[config.mk]
export PLATFORM = sky130hd
export DESIGN_NAME = pmcc_shift_sequencer
export DESIGN_NICKNAME = d
export VERILOG_FILES = /design/src/rtl/pmcc_shift_sequencer.sv
export SDC_FILE = /design/constraint.sdc
export NUM_CORES = 1
export LEC_CHECK = 0
export ABC_AREA = 1
export CAP_MARGIN = 5
export CORE_MARGIN = 3
export CORE_UTILIZATION = 55
export DETAILED_ROUTE_END_ITERATION = 8
export PLACE_DENSITY = 0.91
export SYNTH_ARGS = -nofsm -noshare
export SYNTH_HDL_FRONTEND = slang
export SYNTH_SLANG_ARGS = --single-unit
[constraint.sdc]
create_clock -name clk -period 2.7 [get_ports clk]
set_input_delay 0.405 -clock clk [delete_from_list [all_inputs] [get_ports clk]]
set_output_delay 0.405 -clock clk [all_outputs]
set_load 0.005 [all_outputs]
[src/rtl/pmcc_shift_sequencer.sv]
// Pixel-matrix shift sequencer: serialises 16-bit lane pairs onto sh_a/sh_b under a slow clk_sh.
// Optional end-of-sequence latch strobe enabled by defining PMCC_SEQ_STROBE_EN.
module pmcc_shift_sequencer (
    input  logic        clk,
    input  logic        rst_n,
    input  logic        start,
    input  logic        abort,
    input  logic [9:0]  bit_count,
    input  logic [7:0]  half_period,
    input  logic [31:0] din,
    input  logic        din_valid,
    output logic        din_ready,
    output logic        clk_sh,
    output logic        sh_a,
    output logic        sh_b,
    output logic        strobe,
    output logic        busy,
    output logic        done
);
    localparam int unsigned CNT_W  = 10;
    localparam int unsigned HP_W   = 8;
    localparam int unsigned WORD_W = 16;
    localparam int unsigned IDX_W  = 4;

    typedef enum logic [2:0] {
        S_IDLE   = 3'd0,
        S_LOAD   = 3'd1,
        S_SETUP  = 3'd2,
        S_HIGH   = 3'd3,
        S_DONE   = 3'd4
`ifdef PMCC_SEQ_STROBE_EN
        ,
        S_STROBE = 3'd5
`endif
    } state_t;

    state_t              state_q, state_d;
    logic [WORD_W-1:0]   word_a_q, word_a_d, word_b_q, word_b_d;
    logic [IDX_W-1:0]    idx_q, idx_d;
    logic [CNT_W-1:0]    shifted_q, shifted_d, count_q, count_d;
    logic [HP_W-1:0]     half_q, half_d, phase_q, phase_d;
    logic                phase_end, last_bit, word_end;
    logic                busy_d, done_d, din_ready_d, clk_sh_d, sh_a_d, sh_b_d;

    assign phase_end = (phase_q == HP_W'(half_q - HP_W'(1)));
    assign last_bit  = (CNT_W'(shifted_q + CNT_W'(1)) == count_q);
    assign word_end  = (idx_q == IDX_W'(WORD_W - 1));

    // State, datapath and registered outputs; outputs are decoded from the next state
    always_ff @(posedge clk or negedge rst_n) begin
        if (!rst_n) begin
            state_q   <= S_IDLE;
            word_a_q  <= '0;
            word_b_q  <= '0;
            idx_q     <= '0;
            shifted_q <= '0;
            count_q   <= '0;
            half_q    <= '0;
            phase_q   <= '0;
            busy      <= 1'b0;
            done      <= 1'b0;
            din_ready <= 1'b0;
            clk_sh    <= 1'b0;
            sh_a      <= 1'b0;
            sh_b      <= 1'b0;
        end else begin
            state_q   <= state_d;
            word_a_q  <= word_a_d;
            word_b_q  <= word_b_d;
            idx_q     <= idx_d;
            shifted_q <= shifted_d;
            count_q   <= count_d;
            half_q    <= half_d;
            phase_q   <= phase_d;
            busy      <= busy_d;
            done      <= done_d;
            din_ready <= din_ready_d;
            clk_sh    <= clk_sh_d;
            sh_a      <= sh_a_d;
            sh_b      <= sh_b_d;
        end
    end

    // Next-state and datapath update
    always_comb begin
        state_d   = state_q;
        word_a_d  = word_a_q;
        word_b_d  = word_b_q;
        idx_d     = idx_q;
        shifted_d = shifted_q;
        count_d   = count_q;
        half_d    = half_q;
        case (state_q)
            S_IDLE: begin
                if (start) begin
                    count_d   = bit_count;
                    half_d    = (half_period == '0) ? HP_W'(1) : half_period;
                    shifted_d = '0;
                    state_d   = (bit_count == '0) ? S_DONE : S_LOAD;
                end
            end
            S_LOAD: begin
                if (din_valid) begin
                    word_a_d = din[15:0];
                    word_b_d = din[31:16];
                    idx_d    = '0;
                    state_d  = S_SETUP;
                end
            end
            S_SETUP: begin
                if (phase_end) state_d = S_HIGH;
            end
            S_HIGH: begin
                if (phase_end) begin
                    shifted_d = CNT_W'(shifted_q + CNT_W'(1));
                    idx_d     = IDX_W'(idx_q + IDX_W'(1));
                    word_a_d  = word_a_q >> 1;
                    word_b_d  = word_b_q >> 1;
                    if (last_bit) begin
`ifdef PMCC_SEQ_STROBE_EN
                        state_d = S_STROBE;
`else
                        state_d = S_DONE;
`endif
                    end else if (word_end) begin
                        state_d = S_LOAD;
                    end else begin
                        state_d = S_SETUP;
                    end
                end
            end
`ifdef PMCC_SEQ_STROBE_EN
            S_STROBE: begin
                if (phase_end) state_d = S_DONE;
            end
`endif
            S_DONE:  state_d = S_IDLE;
            default: state_d = S_IDLE;
        endcase
        if (abort) state_d = S_IDLE;
        // Phase counter restarts on every state change
        phase_d = (state_d != state_q) ? '0 : HP_W'(phase_q + HP_W'(1));
    end

    // Output decode of the upcoming state
    always_comb begin
        busy_d      = (state_d != S_IDLE);
        done_d      = (state_d == S_DONE);
        din_ready_d = (state_d == S_LOAD);
        clk_sh_d    = (state_d == S_HIGH);
        sh_a_d      = ((state_d == S_SETUP) || (state_d == S_HIGH)) && word_a_d[0];
        sh_b_d      = ((state_d == S_SETUP) || (state_d == S_HIGH)) && word_b_d[0];
    end

`ifdef PMCC_SEQ_STROBE_EN
    always_ff @(posedge clk or negedge rst_n) begin
        if (!rst_n) strobe <= 1'b0;
        else        strobe <= (state_d == S_STROBE);
    end
`else
    assign strobe = 1'b0;
`endif

endmodule

==> flow_summary.yaml <==
placed_design:
  preCtsSetupSlack_ns: 0.1711
  portBuffers: 60
  dp_hpwl_mm: 7.289
  gp_congestion: 0.8831
clocking:
  cts_root_buffer: "clkbuf_8"
  cts_sinks: 81
  cts_max_path_buffers: 2
  cts_hold_buf: 0
  cts_tree: "built"
  htree_levels: 3
  cts-buffers-inserted: 9
  clk_latency_ns: 0.36
  cts_setup_buffers: 0
  path_clk_slew_ns: 0.09
  postCtsResizedCells: 0
timing:
  finalCriticalPeriod_ns: 2.465
  finalSetupViolCount: 0
  rsz0062_at_grt: "false"
  finalHoldViolCount: 0
  fmaxAchievable_ghz: 0.4057
  finalClockSkew_ns: 0.01021
  slew_violations: 0
  worst_slack_ns: 0.2353
  fin_crit_sh_pct: 91.28
  maxSlewHeadroom_pct: 35.18
  worst_pin_slew_ns: 0.9723
  fin_setup_tns_ns: 0
critical_path:
  critPathKind: "reg -> reg"
  ff2ff_path_depth: 15
  startpoint_type: "flop"
  arrival_ns: 2.71
  required_ns: 2.94
  critPathMaxFanout: 34
  r2r-start: "half_q[0]$_DFFE_PN0P_"
  rr_endpoint: "idx_q[3]$_DFFE_PN0P_"
  r2r_slack_ns: 0.24
  end_kind: "flop"
logic_synthesis:
  yosys.cell_types.count: 39
  synth_nets: 632
  synth_top_cell_by_area: "dfrtp_1"
  postSynthAreaPerCell_um2: 7.564
  synth_top_area_share_pct: 46.77
  yosysSeqAreaShare_pct: 46.77
  yosysWarnings: 0
  synth_cells: 573
  synth-seq-cells: 81
  synth_area_leaders: "dfrtp_1 (47%), nand2_1 (19%), inv_1 (5.7%), nand3_1 (5.4%), nor2_1 (2.7%)"
  syn_area_um2: 4334
run_status:
  status: "finished clean"
power:
  max-vdd-ir-drop_mv: 0.4035
  intPower_uw: 2520
  p_leak_uw: 0.002540
  switchingPower_uw: 1455
  swShare_pct: 36.61
  clkPwrFrac_pct: 23.5
  share_comb_of_total_power_pct: 30.8
  powerDensity_nw_per_um2: 754.9
  pwr-share-seq_pct: 45.7
floorplan:
  core_area_um2: 7447
  die_area_um2: 8981
  initial_core_util_pct: 58.20
  fp.dieH_um: 94.77
  rows: 31
  ios: 62
  die_w_um: 94.77
finish:
  antenna_cells: 0
  fillers: 557
  final_nets: 696
  drive_above_1_share_pct: 9.657
  layout_common_cells: "nand2_1 (215), dfrtp_1 (81), inv_1 (66), clkdlybuf4s50_1 (59), nand3_1 (47)"
  final_common_cell: "nand2_1"
  area_growth_pct: 21.48
grt:
  grt_max_degree: 82
  grt_first_pass_wirelength_mm: 16.64
  antenna_found_initial: 0
  grt_overflow: 0
  grt_pass1_vias: 3695
  globalRouteTotalUtil_pct: 23.73
run:
  max_cap_viol_count: 0
route:
  ant_nets: 0
  route.detailed.drc: 0
  first_pass_iters: 5
  drt_iter0_markers: 232
  avgViaCountPerCell: 5.211
  drt-total-wl_mm: 9.888
  wl_per_cell_um: 13.34
  vias: 3861
worst_hold_path:
  min_path_type: "in -> async"
==> registers in the layout, indices dropped and copies added (netlist names) <==
name and cells:
word_a_q 16, word_b_q 16, count_q 10, shifted_q 10, half_q 8, phase_q 8, idx_q 4, state_q 3
busy 1, clk_sh 1, din_ready 1, done 1, sh_a 1, sh_b 1
==> critical path, stage by stage, from the launching register on <==
cell and delay, ns:
dfrtp_1 0.42, inv_2 0.12, ha_1 0.25, inv_1 0.07
nand2_1 0.07, nand2_1 0.06, nand2_1 0.05, nand2_1 0.06
nor2_1 0.14, nand3_2 0.11, nor2_2 0.17, nor2_2 0.09
nor3_4 0.26, inv_6 0.16, nor3_1 0.24, nor3b_2 0.07
==> worst max path at each step <==
stage                     cells after the start                        to  slack (ns)                   from
after CTS                                    15      idx_q[3]$_DFFE_PN0P_        0.14  half_q[0]$_DFFE_PN0P_
after global routing                         16      idx_q[2]$_DFFE_PN0P_       0.004  half_q[0]$_DFFE_PN0P_
after floorplan                              15  word_a_q[14]$_DFFE_PN0P_        0.64  half_q[0]$_DFFE_PN0P_
final                                        15      idx_q[3]$_DFFE_PN0P_        0.24  half_q[0]$_DFFE_PN0P_
after global placement                       14      idx_q[3]$_DFFE_PN0P_        0.34  half_q[0]$_DFFE_PN0P_
after detailed placement                     15      idx_q[3]$_DFFE_PN0P_        0.17  half_q[0]$_DFFE_PN0P_
==> power groups by stage <==
stage	Sequential, uW	Combinational, uW	Clock (uW)
floorplan	1760	883	0
global placement	1810	1150	0
detailed placement	1830	1210	0
CTS	1810	1220	949
global route	1860	1400	1010
finish	1820	1220	935
==> area by class of cell <==
type,count,area (um2),share of cell area [%]
tap,99,123.9,2.353
clock buffer,10,137.6,2.614
timing repair buffer,66,643.1,12.21
clock inverter,6,73.82,1.402
multi-input combinational,409,1992,37.83
inverter,70,267.8,5.086
sequential,81,2027,38.50
==> synth_stat cells, drive strengths merged <==
cell and n:
a21oi 6, a22o 1, a22oi 1, a32o 1
buf 6, clkbuf 7, conb 1, dfrtp 81
ha 4, inv 70, nand2 223, nand3 50
nand3b 4, nand4 3, nor2 49, nor3 13
nor3b 2, nor4 2, o211ai 2, o21ai 25
o21bai 1, o22ai 7, o31ai 1, or2 2
xnor2 4, xor2 7
==> per-layer routing <==
layer / GRT usage [%] / vias up / part of all wire, %
li1: - / 1932 / -
met1: 28.74 / 1813 / 42
met2: 41.34 / 96 / 51
met3: 4.622 / 20 / 4.1
met4: 9.615 / 0 / 2.1
met5: 0 / - / 0
==> cell families after synthesis <==
kind of cell | synth area share (%)
flip-flops | 46.77
XOR/XNOR | 2.223
AND/OR/NAND/NOR | 36.46
AO/OA/AOI/OAI | 5.889
adder cells (fa/ha/maj) | 1.155
other | 0.08652
buffers and inverters | 7.419
==> per-stage QoR <==
step	power (uW)	std cells	util, %	instance area (um2)	hold WS [ns]
after floorplan	2647	573	-	4334	0.1094
after global placement	2961	725	67.79	5049	0.4588
after detailed placement	3040	725	67.79	5049	0.4699
after CTS	3982	741	70.63	5260	0.2423
after global routing	4258	741	70.70	5265	0.2581
final	3975	741	70.70	5265	0.1968
Note: power is estimated with default switching activity, not from simulation.
==> patch: new RTL, config.mk and constraints unchanged <==
The option `PMCC_SEQ_STROBE_EN` is turned on by a define.
--- a/src/rtl/pmcc_shift_sequencer.sv
+++ b/src/rtl/pmcc_shift_sequencer.sv
@@ -2,2 +2,4 @@
 // Optional end-of-sequence latch strobe enabled by defining PMCC_SEQ_STROBE_EN.
+`define PMCC_SEQ_STROBE_EN
+
 module pmcc_shift_sequencer (
Function: changed (Yosys sat finds a counterexample within 10 cycles, from zero or initial values and one cycle with rst_n low).
==> patch against the unedited design <==
  * The run now ends with hold timing left
  * Cell area shrank 0.26%
  * Routed wire length shrank 0.33%
  * Sequential cell count rose by 1
  * Setup slack worse by 14 ps
  * Critical path depth is 5 lower
  * Worst hold slack worse by 200 ps
  * Synthesized area hardly changed
  * Power fell by 15%
  * First-iteration DRC count shrank 21%
  * Critical endpoint is now word_b_q[12]
  * Largest power group unchanged
  * Highest routed layer unchanged
==> patch: results (changes against the unedited design) <==
Critical path
  • Slowest cell delay on critical path: 400 ps (-20 ps)
  • Worst reg-to-reg path cell count: 10 (-5)
  • Largest fanout on the critical path: 36 (+5.9%)

Cells and area
  • Layout cells sized above 1: 7.882% (-1.8 points)
  • Nets: 663 (-4.7%)

STA
  • Worst hold margin: -5.904 ps (-202.7 ps)
  • Worst slew margin: 55.75% (+21 points)
  • Final hold vios: 4 (+4)
  • Final WS setup: 220.9 ps (-14.45 ps)

Power and ir drop
  • Flip-flop and latch power: 1.63 mW (-10%)
  • Clock power frac: 24.5% (+1.0 points)
  • Worst vdd ir: 401.5 uV (-0.48%)

GRT
  • Met2 Use GR: 39.81% (-1.5 points)
  • Global-route wire length before repair: 16710 um (+0.46%)
  • GR Layer Usage met3: 7.012% (+2.4 points)
  • Vias in the first global route: 3758 (+1.7%)

Detailed routing
  • Drt first-iter violations: 184 (-21%)
  • Met2 wire length: 5001 um (-1.2%)
  • Met3 WL: 544 um (+33%)
  • Vias per cell: 5.381 (+3.3%)
  • Metal-1 WL: 4051 um (-3.6%)

Synth
  • Post-synthesis cell type count: 34 (-13%)
  • Synth top area cells: dfrtp_1 47%, nand2_1 12%, inv_1 7.6%
  • Post-synthesis sequential area ratio: 47.30% (+0.54 points)

Place
  • DP Area: 5060 sq um (+0.22%)
  • Hpwl dp: 7376 um (+1.2%)
  • Worst slack, placed: 186.5 ps (+15.37 ps)

Outcome
  • Outcome: complete, but fails checks
  • Failing checks: hold timing
patch: cell types whose count changed after synthesis, sizes merged, moves of 3 or more:
| cell | unedited run | this run |
|---|---|---|
| nand2 | 223 | 146 |
| o221ai | 0 | 28 |
| inv | 70 | 91 |
| nand3 | 50 | 35 |
| nor3 | 13 | 6 |
| o21ai | 25 | 30 |
| nand3b | 4 | 8 |
| xnor2 | 4 | 8 |
| xor2 | 7 | 11 |
| and3 | 0 | 3 |
| nand4 | 3 | 6 |
patch: cell type report:
class | instances | area (sq um)
clock buffer | 9 | 123.9
clock inverter | 7 | 61.31
fill | 565 | 2196
inverter | 91 | 341.6
multi-input combinational | 354 | 1887
sequential | 82 | 2052
tap | 99 | 123.9
timing repair buffer | 66 | 661.9
patch: cells by family after synthesis:
family,after synthesis,share of synthesized area [%]
and+or+nand+nor,260,26.91
DFF,82,47.30
buffers and inverters,105,9.316
adders and majority gates,4,1.154
AOI/OAI and AO/OA,70,10.96
xor gates and xnor gates,20,4.355
patch: stage by stage:
stage | std cells | total power, mW
2_1_floorplan | 541 | 2.262
6_report | 708 | 3.397
3_5_place_dp | 692 | 2.580
4_1_cts | 708 | 3.413
5_1_grt | 708 | 3.633
3_3_place_gp | 692 | 2.507
patch: what timing repair did:
action	in CTS	in global routing
setup buffers	0	0
resized for setup	0	2
endpoints found under the setup margin	0	36
patch: worst min-delay path by stage:
stage          start         end  slack (ps)  depth (start not counted)
2_1_floorplan  rst_n        busy         110                          0
4_1_cts        rst_n  count_q[2]           4                          1
3_5_place_dp   rst_n  count_q[2]         400                          1
5_1_grt        rst_n  count_q[2]          10                          1
6_report       rst_n  count_q[2]          -6                          1
3_3_place_gp   rst_n  count_q[2]         390                          1
